==> config.mk <==
export PLATFORM = sky130hd
export DESIGN_NAME = ysyx_25040129_clint_rd_arbiter
export DESIGN_NICKNAME = d
export VERILOG_FILES = /design/src/rtl/ysyx_25040129_clint_rd_arbiter_pkg.sv /design/src/rtl/ysyx_25040129_rr_pick2.sv /design/src/rtl/ysyx_25040129_clint_rd_arbiter.sv
export SDC_FILE = /design/constraint.sdc
export NUM_CORES = 1
export LEC_CHECK = 0
export BUFFER_PORTS_ARGS = -buffer_cell sky130_fd_sc_hd__buf_4
export CAP_MARGIN = 30
export CORE_ASPECT_RATIO = 0.7
export CORE_UTILIZATION = 39
export DETAILED_ROUTE_END_ITERATION = 8
export HOLD_SLACK_MARGIN = 0.06
export MAX_ROUTING_LAYER = met4
export PLACE_DENSITY_LB_ADDON = 0.1
export RECOVER_POWER = 100
export SETUP_SLACK_MARGIN = 0.2
export SYNTH_ARGS = -nofsm -noshare
export SYNTH_HDL_FRONTEND = slang
export SYNTH_SLANG_ARGS = --single-unit
==> constraint.sdc <==
create_clock -name clk -period 1.75 [get_ports clk]
set_clock_uncertainty 0.2 [all_clocks]
set_input_delay 0.2625 -clock clk [delete_from_list [all_inputs] [get_ports clk]]
set_output_delay 0.2625 -clock clk [all_outputs]
set_load 0.005 [all_outputs]
==> src/rtl/ysyx_25040129_clint_rd_arbiter_pkg.sv <==
// Shared response codes, FSM encoding and the address-window helper for the
// CLINT read-channel arbiter.
package ysyx_25040129_clint_rd_arbiter_pkg;

    localparam logic [1:0] YSYX_25040129_OKAY   = 2'b00;
    localparam logic [1:0] YSYX_25040129_DECERR = 2'b11;

    typedef enum logic [1:0] {
        ST_IDLE = 2'd0,
        ST_AR   = 2'd1,
        ST_R    = 2'd2,
        ST_ERR  = 2'd3
    } state_t;

    typedef struct packed {
        state_t state;
        logic   gnt;
        logic   lastgnt;
    } dbg_t;

    // 33-bit compare so that base + size cannot wrap around the address space.
    function automatic logic addr_in_range(input logic [31:0] addr,
                                           input logic [31:0] base,
                                           input logic [31:0] size);
        logic [32:0] a;
        logic [32:0] lo;
        logic [32:0] hi;
        a  = {1'b0, addr};
        lo = {1'b0, base};
        hi = lo + {1'b0, size};
        return (a >= lo) && (a < hi);
    endfunction

endpackage

==> src/rtl/ysyx_25040129_rr_pick2.sv <==
// Two-way round-robin pick: on a tie the master that was not granted last wins.
module ysyx_25040129_rr_pick2 (
    input  logic [1:0] req,
    input  logic       last,
    output logic       gnt,
    output logic       any
);

    assign any = |req;
    assign gnt = (&req) ? ~last : req[1];

endmodule

==> src/rtl/ysyx_25040129_clint_rd_arbiter.sv <==
// AXI4-Lite read-channel arbiter sharing the CLINT read port between IFU (m0)
// and LSU (m1); out-of-window reads are answered locally with DECERR.
module ysyx_25040129_clint_rd_arbiter
    import ysyx_25040129_clint_rd_arbiter_pkg::*;
#(
    parameter logic [31:0] CLINT_BASE = 32'ha000_0048,
    parameter logic [31:0] CLINT_SIZE = 32'h0000_0008
) (
    input  logic        clk,
    input  logic        rst,
    input  logic [31:0] m0_araddr,
    input  logic        m0_arvalid,
    output logic        m0_arready,
    output logic [31:0] m0_rdata,
    output logic [1:0]  m0_rresp,
    output logic        m0_rvalid,
    input  logic        m0_rready,
    input  logic [31:0] m1_araddr,
    input  logic        m1_arvalid,
    output logic        m1_arready,
    output logic [31:0] m1_rdata,
    output logic [1:0]  m1_rresp,
    output logic        m1_rvalid,
    input  logic        m1_rready,
    output logic [31:0] s_araddr,
    output logic        s_arvalid,
    input  logic        s_arready,
    input  logic [31:0] s_rdata,
    input  logic [1:0]  s_rresp,
    input  logic        s_rvalid,
    output logic        s_rready,
    output dbg_t        dbg
);

    // Handshakes: a transfer happens on a rising edge where valid and ready are
    // both high; valid never waits on ready, and rvalid/rdata/rresp hold until rready.
    state_t      state;
    state_t      state_next;
    logic        gnt;
    logic        lastgnt;
    logic [31:0] addr;
    logic        pick;
    logic        any;
    logic [31:0] pick_addr;
    logic        pick_ok;
    logic        gnt_rready;
    logic        done;

    ysyx_25040129_rr_pick2 u_pick (
        .req  ({m1_arvalid, m0_arvalid}),
        .last (lastgnt),
        .gnt  (pick),
        .any  (any)
    );

    assign pick_addr  = pick ? m1_araddr : m0_araddr;
    assign pick_ok    = addr_in_range(pick_addr, CLINT_BASE, CLINT_SIZE);
    assign gnt_rready = gnt ? m1_rready : m0_rready;
    assign s_araddr   = addr;
    assign dbg        = '{state: state, gnt: gnt, lastgnt: lastgnt};

    always_ff @(posedge clk) begin
        if (rst) begin
            state   <= ST_IDLE;
            gnt     <= 1'b0;
            lastgnt <= 1'b1;
            addr    <= 32'h0;
        end else begin
            state <= state_next;
            if (state == ST_IDLE && any) begin
                gnt  <= pick;
                addr <= pick_addr;
            end
            if (done) begin
                lastgnt <= gnt;
            end
        end
    end

    always_comb begin
        state_next = state;
        done       = 1'b0;
        m0_arready = 1'b0;
        m1_arready = 1'b0;
        m0_rvalid  = 1'b0;
        m1_rvalid  = 1'b0;
        m0_rdata   = 32'h0;
        m1_rdata   = 32'h0;
        m0_rresp   = YSYX_25040129_OKAY;
        m1_rresp   = YSYX_25040129_OKAY;
        s_arvalid  = 1'b0;
        s_rready   = 1'b0;
        case (state)
            ST_IDLE: begin
                if (any) begin
                    m0_arready = ~pick;
                    m1_arready = pick;
                    state_next = pick_ok ? ST_AR : ST_ERR;
                end
            end
            ST_AR: begin
                s_arvalid = 1'b1;
                if (s_arready) begin
                    state_next = ST_R;
                end
            end
            ST_R: begin
                s_rready = gnt_rready;
                if (gnt) begin
                    m1_rvalid = s_rvalid;
                    m1_rdata  = s_rdata;
                    m1_rresp  = s_rresp;
                end else begin
                    m0_rvalid = s_rvalid;
                    m0_rdata  = s_rdata;
                    m0_rresp  = s_rresp;
                end
                if (s_rvalid && gnt_rready) begin
                    done       = 1'b1;
                    state_next = ST_IDLE;
                end
            end
            ST_ERR: begin
                // Local decode error: the slave port stays quiet.
                if (gnt) begin
                    m1_rvalid = 1'b1;
                    m1_rresp  = YSYX_25040129_DECERR;
                end else begin
                    m0_rvalid = 1'b1;
                    m0_rresp  = YSYX_25040129_DECERR;
                end
                if (gnt_rready) begin
                    done       = 1'b1;
                    state_next = ST_IDLE;
                end
            end
            default: state_next = ST_IDLE;
        endcase
    end

endmodule

==> results.json, run 1 <==
{
  "outcome": "complete, but fails checks",
  "violations": "design-rule violations, negative setup slack",
  "grt_setup_unrepaired": "yes",
  "final-setup-viol-count": 7,
  "final_area_mm2": 0.005361,
  "io_pins": 216,
  "end_kind": "output pin",
  "drt_iter0_markers": 211,
  "postRouteAntennaNets": 0,
  "pre_cts_slack_ns": 0.02982,
  "htree_levels": 2,
  "avgRoutedWirePerCell_um": 19.06,
  "vias_per_cell": 5.361,
  "reg2reg_slack_ns": 0.01,
  "coreArea_mm2": 0.006246,
  "cts-root-buf": "clkbuf_8",
  "start_kind": "register",
  "postCtsHoldBufs": 0,
  "hold_depth": 4,
  "dpl.hpwl_um": 6995,
  "vdd_drop_max_uv": 600.0,
  "synth_seq_cells": 36,
  "crit_arrival_ns": 1.35,
  "timing.final.crit_period_ns": 1.815,
  "placedCellCount": 594,
  "cts.path.max_buffers": 2,
  "hold_path_class": "in2reg",
  "period_share_pct": 103.7,
  "power_mw": 4.375,
  "drv_slew": 0,
  "worstRegToRegCells": 8,
  "most-common-layout-cells": "buf_4, nor2_1, nor2_2, mux2i_1",
  "nFillCells": 341,
  "post-route-util_pct": 85.84,
  "crit_type": "reg2out",
  "max_slew_margin_pct": 67.20,
  "ff_latch_area_um2": 735.7,
  "p_leak_nw": 2.477,
  "worst_pin_slew_ns": 0.4851,
  "tns_ns": -0.1900,
  "rows": 24,
  "synth_cells": 316,
  "grt_pass1_vias": 3152,
  "grt_max_degree": 36,
  "cts_tree": "built",
  "die_h_um": 69.40,
  "r2r-end": "s_araddr[9]",
  "final_hold_viol_count": 0,
  "synthDistinctLibCells": 29,
  "synth_area_mm2": 0.002531,
  "fin_nets": 667,
  "final_common_cell": "buf_4",
  "grt_use_total_pct": 32.13,
  "portBuffers": 215,
  "die_w_um": 98.29,
  "diodes": 0,
  "crit_required_ns": 1.29,
  "antenna_found_initial": 0,
  "grt_overflow": 0,
  "cts_made_buffers": 5,
  "crit_fanout": 8,
  "dr.pass1.iters": 9,
  "clk_latency_ns": 0.30,
  "vias": 3431,
  "ys_seq_area_share_pct": 28.47,
  "syn-num-nets": 422,
  "ys_warn_count": 0,
  "syn_area_per_cell_um2": 8.010,
  "worst_slack_ns": -0.06470,
  "powerDensity_mw_per_mm2": 816.0,
  "r2r-start": "state[0]",
  "clk_pin_slew_worst_paths_ns": 0.08,
  "globalplace.congestion": 0.8828,
  "syn_to_final_growth_pct": 111.8,
  "maxCapViolations": 0,
  "hp-start": "s_arready",
  "postRouteWirelength_um": 12200,
  "start_util_pct": 40.52,
  "drive_gt1_share_pct": 68.68,
  "hold_end": "state[0]",
  "achievable-frequency_mhz": 551.1,
  "remaining_drc_errors": 7,
  "multi_input_area_mm2": 0.001886,
  "placed_area_mm2": 0.004202,
  "fin_cells": 640,
  "cts.sink_count": 36,
  "grt_pass1_wl_um": 16600,
  "hold_ws_ns": 0.08476,
  "die_area_mm2": 0.006821
}
-- flip-flops by register name (all words and copies together), names as in the netlist --
name	cells
state	2
lastgnt	1
s_araddr	32
gnt	1
-- kinds of logic after synthesis --
kind of cell           after synthesis  synth area share, %
multiplexers                        35                14.04
buffers and inverters               31                9.491
flip-flops                          36                28.47
AO/OA/AOI/OAI                       40                18.04
AND/OR/NAND/NOR                    174                29.96
-- synthesized netlist by cell type --
| cell type | n | area share, % |
|---|---|---|
| a211oi_1 | 4 | 1.2 |
| a211oi_2 | 28 | 14 |
| a21boi_2 | 1 | 0.44 |
| a21oi_1 | 2 | 0.40 |
| a31o_2 | 1 | 0.35 |
| a31oi_4 | 1 | 0.84 |
| and2_1 | 1 | 0.25 |
| buf_12 | 3 | 2.4 |
| buf_2 | 6 | 1.2 |
| buf_4 | 8 | 2.4 |
| buf_6 | 5 | 2.2 |
| clkbuf_1 | 8 | 1.2 |
| dfxtp_1 | 36 | 28 |
| inv_1 | 1 | 0.15 |
| mux2_4 | 1 | 0.59 |
| mux2i_1 | 34 | 13 |
| nand2_1 | 35 | 5.2 |
| nand2b_1 | 3 | 0.74 |
| nand3_1 | 2 | 0.40 |
| nand3b_1 | 4 | 1.2 |
| nand4_1 | 2 | 0.49 |
| nor2_1 | 108 | 16 |
| nor2_8 | 1 | 0.79 |
| nor2b_1 | 1 | 0.25 |
| nor3_1 | 3 | 0.59 |
| nor4_1 | 8 | 2.0 |
| nor4b_1 | 6 | 2.1 |
| o21a_4 | 1 | 0.59 |
| o21ai_0 | 2 | 0.40 |
-- final cells by class --
cell class	instances	area share, %
Timing Repair Buffer	268	46.16
Clock buffer	5	1.284
Inverter	1	0.1634
Clock inverter	3	1.680
Multi-Input combinational cell	249	35.17
Tap cell	78	1.820
Sequential cell	36	13.72
-- worst max-delay path: stages (launching register included) --
cell	delay (ns)
dfxtp_4	0.38
inv_6	0.11
clkbuf_16	0.17
nand2_1	0.10
nor2_1	0.16
buf_4	0.13
-- what timing repair did --
item / CTS / global route
cloned: 10 / 6
gates resized for setup: 60 / 70
pin swaps: 18 / 25
setup endpoints to repair: 106 / 108
setup buffers: 16 / 6
-- worst max path at each step --
stage	start	end	slack (ns)
floorplan	gnt	m0_rdata[22]	0.27
global placement	m1_araddr[16]	state[1]	0.04
detailed placement	m1_araddr[16]	state[1]	0.03
CTS	state[1]	m1_rdata[21]	0.02
global route	state[0]	m1_rdata[17]	-0.09
finish	state[0]	m1_rdata[17]	-0.06
-- power breakdown --
| group | internal, mW | switching (mW) |
|---|---|---|
| Sequential | 0.950 | 0.122 |
| Combinational | 1.26 | 0.991 |
| Clock | 0.713 | 0.339 |
| Total | 2.92 | 1.45 |
-- routing by layer --
layer	GRT usage (%)	vias up	routed length, µm
li1	-	1583	-
met1	41.22	1638	5018
met3	7.460	27	1071
met2	51.88	183	5868
met5	-	-	0
met4	6.633	0	239
(Power assumes the default switching activity.)
==> run 2, diff against run 1 <==
==> constraint.sdc (replaced) <==
create_clock -name clk -period 1.9 [get_ports clk]
set_clock_uncertainty 0.2 [all_clocks]
set_input_delay 0.285 -clock clk [delete_from_list [all_inputs] [get_ports clk]]
set_output_delay 0.285 -clock clk [all_outputs]
set_load 0.005 [all_outputs]
==> run 2 against run 1 <==
  * The flow finishes with violations (design-rule violations)
  * Combinational power shrank 34%
  * Clock power shrank 49%
  * Power shrank 32%
  * Clock-buffer cell count is the same
  * Wire length shrank 14%
  * Die area is the same
  * Non-clock buffer count shrank 22
  * Core utilization shrank 13 points
  * Flip-flop and latch count is the same
  * Critical path depth shrank 1
  * Critical path type unchanged
  * Sequential power shrank 9.9%
==> results.json, run 2 (synthesized netlist as in run 1, its figures left out) <==
{
  "outcome": "complete, but fails checks",
  "violations": "design-rule violations",
  "achievable-frequency_mhz": 556.1,
  "cts_made_buffers": 5,
  "rows": 24,
  "grt_pass1_vias": 2979,
  "diodes": 0,
  "io_pins": 216,
  "power_switching_mw": 1.074,
  "cts_tree": "built",
  "worst-path-buf-inv": 2,
  "grt_pass1_wl_um": 14720,
  "worst_slack_ns": 0.1018,
  "drv_slew": 0,
  "grt_overflow": 0,
  "pwr-share-clk_pct": 18.0,
  "max_slew_margin_pct": 66.67,
  "vdd_drop_max_uv": 391.2,
  "timing.final.crit_period_ns": 1.798,
  "crit_required_ns": 1.41,
  "crit_fanout": 18,
  "p_comb_share_pct": 49.7,
  "fin_nets": 645,
  "postRouteAntennaNets": 0,
  "die_w_um": 98.29,
  "nFillCells": 511,
  "drt_iter0_markers": 143,
  "period_share_pct": 94.64,
  "end_kind": "output pin",
  "most-common-layout-cells": "buf_4, nor2_1, clkbuf_4, mux2i_1, dfxtp_1",
  "tns_ns": 0,
  "p_seq_share_pct": 32.3,
  "syn_to_final_growth_pct": 80.28,
  "pre_cts_slack_ns": 0.2135,
  "cp_slowest_cell": "dfxtp_4",
  "postRouteWirelength_um": 10430,
  "top_layer_used": "met4",
  "worst_pin_slew_ns": 0.5000,
  "globalplace.congestion": 0.8989,
  "largest_reg_flops": 32,
  "clk_latency_ns": 0.29,
  "dr.pass1.iters": 7,
  "avgRoutedWirePerCell_um": 16.88,
  "hold_path_class": "in2reg",
  "antenna_found_initial": 0,
  "p_int_mw": 1.908,
  "clk_pin_slew_worst_paths_ns": 0.08,
  "vias": 3175,
  "grt_use_total_pct": 27.70,
  "start_util_pct": 40.52,
  "crit_type": "reg2out",
  "met3_length_um": 620,
  "remaining_drc_errors": 8,
  "drt-met1-wl_um": 4707,
  "cp_cell_sequence": "nand2_2, buf_6, nor2_1, buf_4",
  "portBuffers": 215,
  "cts.path.max_buffers": 2,
  "crit_arrival_ns": 1.31,
  "start_kind": "register",
  "die_h_um": 69.40,
  "vias_per_cell": 5.138,
  "dpl.hpwl_um": 7036,
  "htree_levels": 2,
  "final_hold_viol_count": 0,
  "p_leak_nw": 2.159,
  "max_stage_delay_ns": 0.43,
  "final_common_cell": "buf_4",
  "cts.sink_count": 36,
  "swShare_pct": 36.02,
  "coreArea_mm2": 0.006246,
  "drive_gt1_share_pct": 57.22,
  "final-setup-viol-count": 0,
  "grt_max_degree": 37,
  "maxCapViolations": 0,
  "met2_length_um": 4916,
  "cp_top_family": "flip-flops",
  "grt_setup_unrepaired": "yes",
  "post-route-util_pct": 73.06,
  "cts-root-buf": "clkbuf_8",
  "postCtsHoldBufs": 0,
  "die_area_mm2": 0.006821,
  "powerDensity_mw_per_mm2": 653.6
}
## run 2: cell count changes in the layout (fill, tap and decap cells not counted), moves of 12 or more
cell / previous run / this run
nor2_1: 48 / 92
buf_4: 200 / 166
nor2_2: 46 / 14
clkbuf_4: 23 / 51
a211oi_1: 0 / 15
a211oi_2: 32 / 17
nand2_1: 30 / 17
nand2_2: 3 / 15
nor2_4: 14 / 2
## run 2: power groups by stage
stage	sequential [mW]	combinational (mW)	clock, mW
6_report	0.964	1.48	0.537
5_1_grt	0.978	1.58	0.593
4_1_cts	0.963	1.42	0.551
3_5_place_dp	0.979	1.31	0
3_3_place_gp	0.973	1.29	0
2_1_floorplan	0.958	0.699	0
## run 2: final cells by class
cell class / instances / area (µm²) / area share, %
Timing Repair Buffer: 246 / 1987 / 43.54
Inverter: 1 / 11.26 / 0.2468
Sequential cell: 36 / 732.0 / 16.04
Multi-Input combinational cell: 249 / 1648 / 36.11
Clock buffer: 5 / 68.82 / 1.508
Tap cell: 78 / 97.59 / 2.139
Clock inverter: 3 / 18.77 / 0.4113
## run 2: routing by layer
metal	vias to the layer above	global-route usage (%)
met5	-	-
met4	0	4.312
met3	22	5.544
met2	127	43.74
met1	1497	37.44
li1	1529	-
## run 2: path summary, 6_finish.rpt
| check | slack (ns) | depth (start not counted) | start | endpoint |
|---|---|---|---|---|
| setup / recovery | 0.10 | 4 | state[1] | m1_rvalid |
| hold / removal | 0.09 | 4 | s_arready | state[0] |
| setup reg to reg | 0.12 | 5 | lastgnt | s_araddr[29] |
| hold reg to reg | 0.31 | 2 | s_araddr[29] | s_araddr[29] |
## run 2: worst min-delay path: cells and delay by family
kind / cells / cell delay [ns]
AO/OA/AOI/OAI: 1 / 0.06
buffers and inverters: 1 / 0.09
AND/OR/NAND/NOR: 2 / 0.11
## run 2: timing repair
item / CTS / global route
setup buffers: 8 / 3
endpoints found under the setup margin: 74 / 75
gates resized for setup: 21 / 68
pin swaps: 4 / 18
cloned: 2 / 5
## run 2: stage by stage
step,cell area [µm²],hold slack [ns],instances,power (mW)
3_3_place_gp,4174,0.2889,592,2.258
6_report,4563,0.09413,618,2.983
3_5_place_dp,4174,0.2963,592,2.284
2_1_floorplan,2531,0.2938,316,1.657
4_1_cts,4439,0.08504,610,2.934
5_1_grt,4563,0.1040,618,3.156
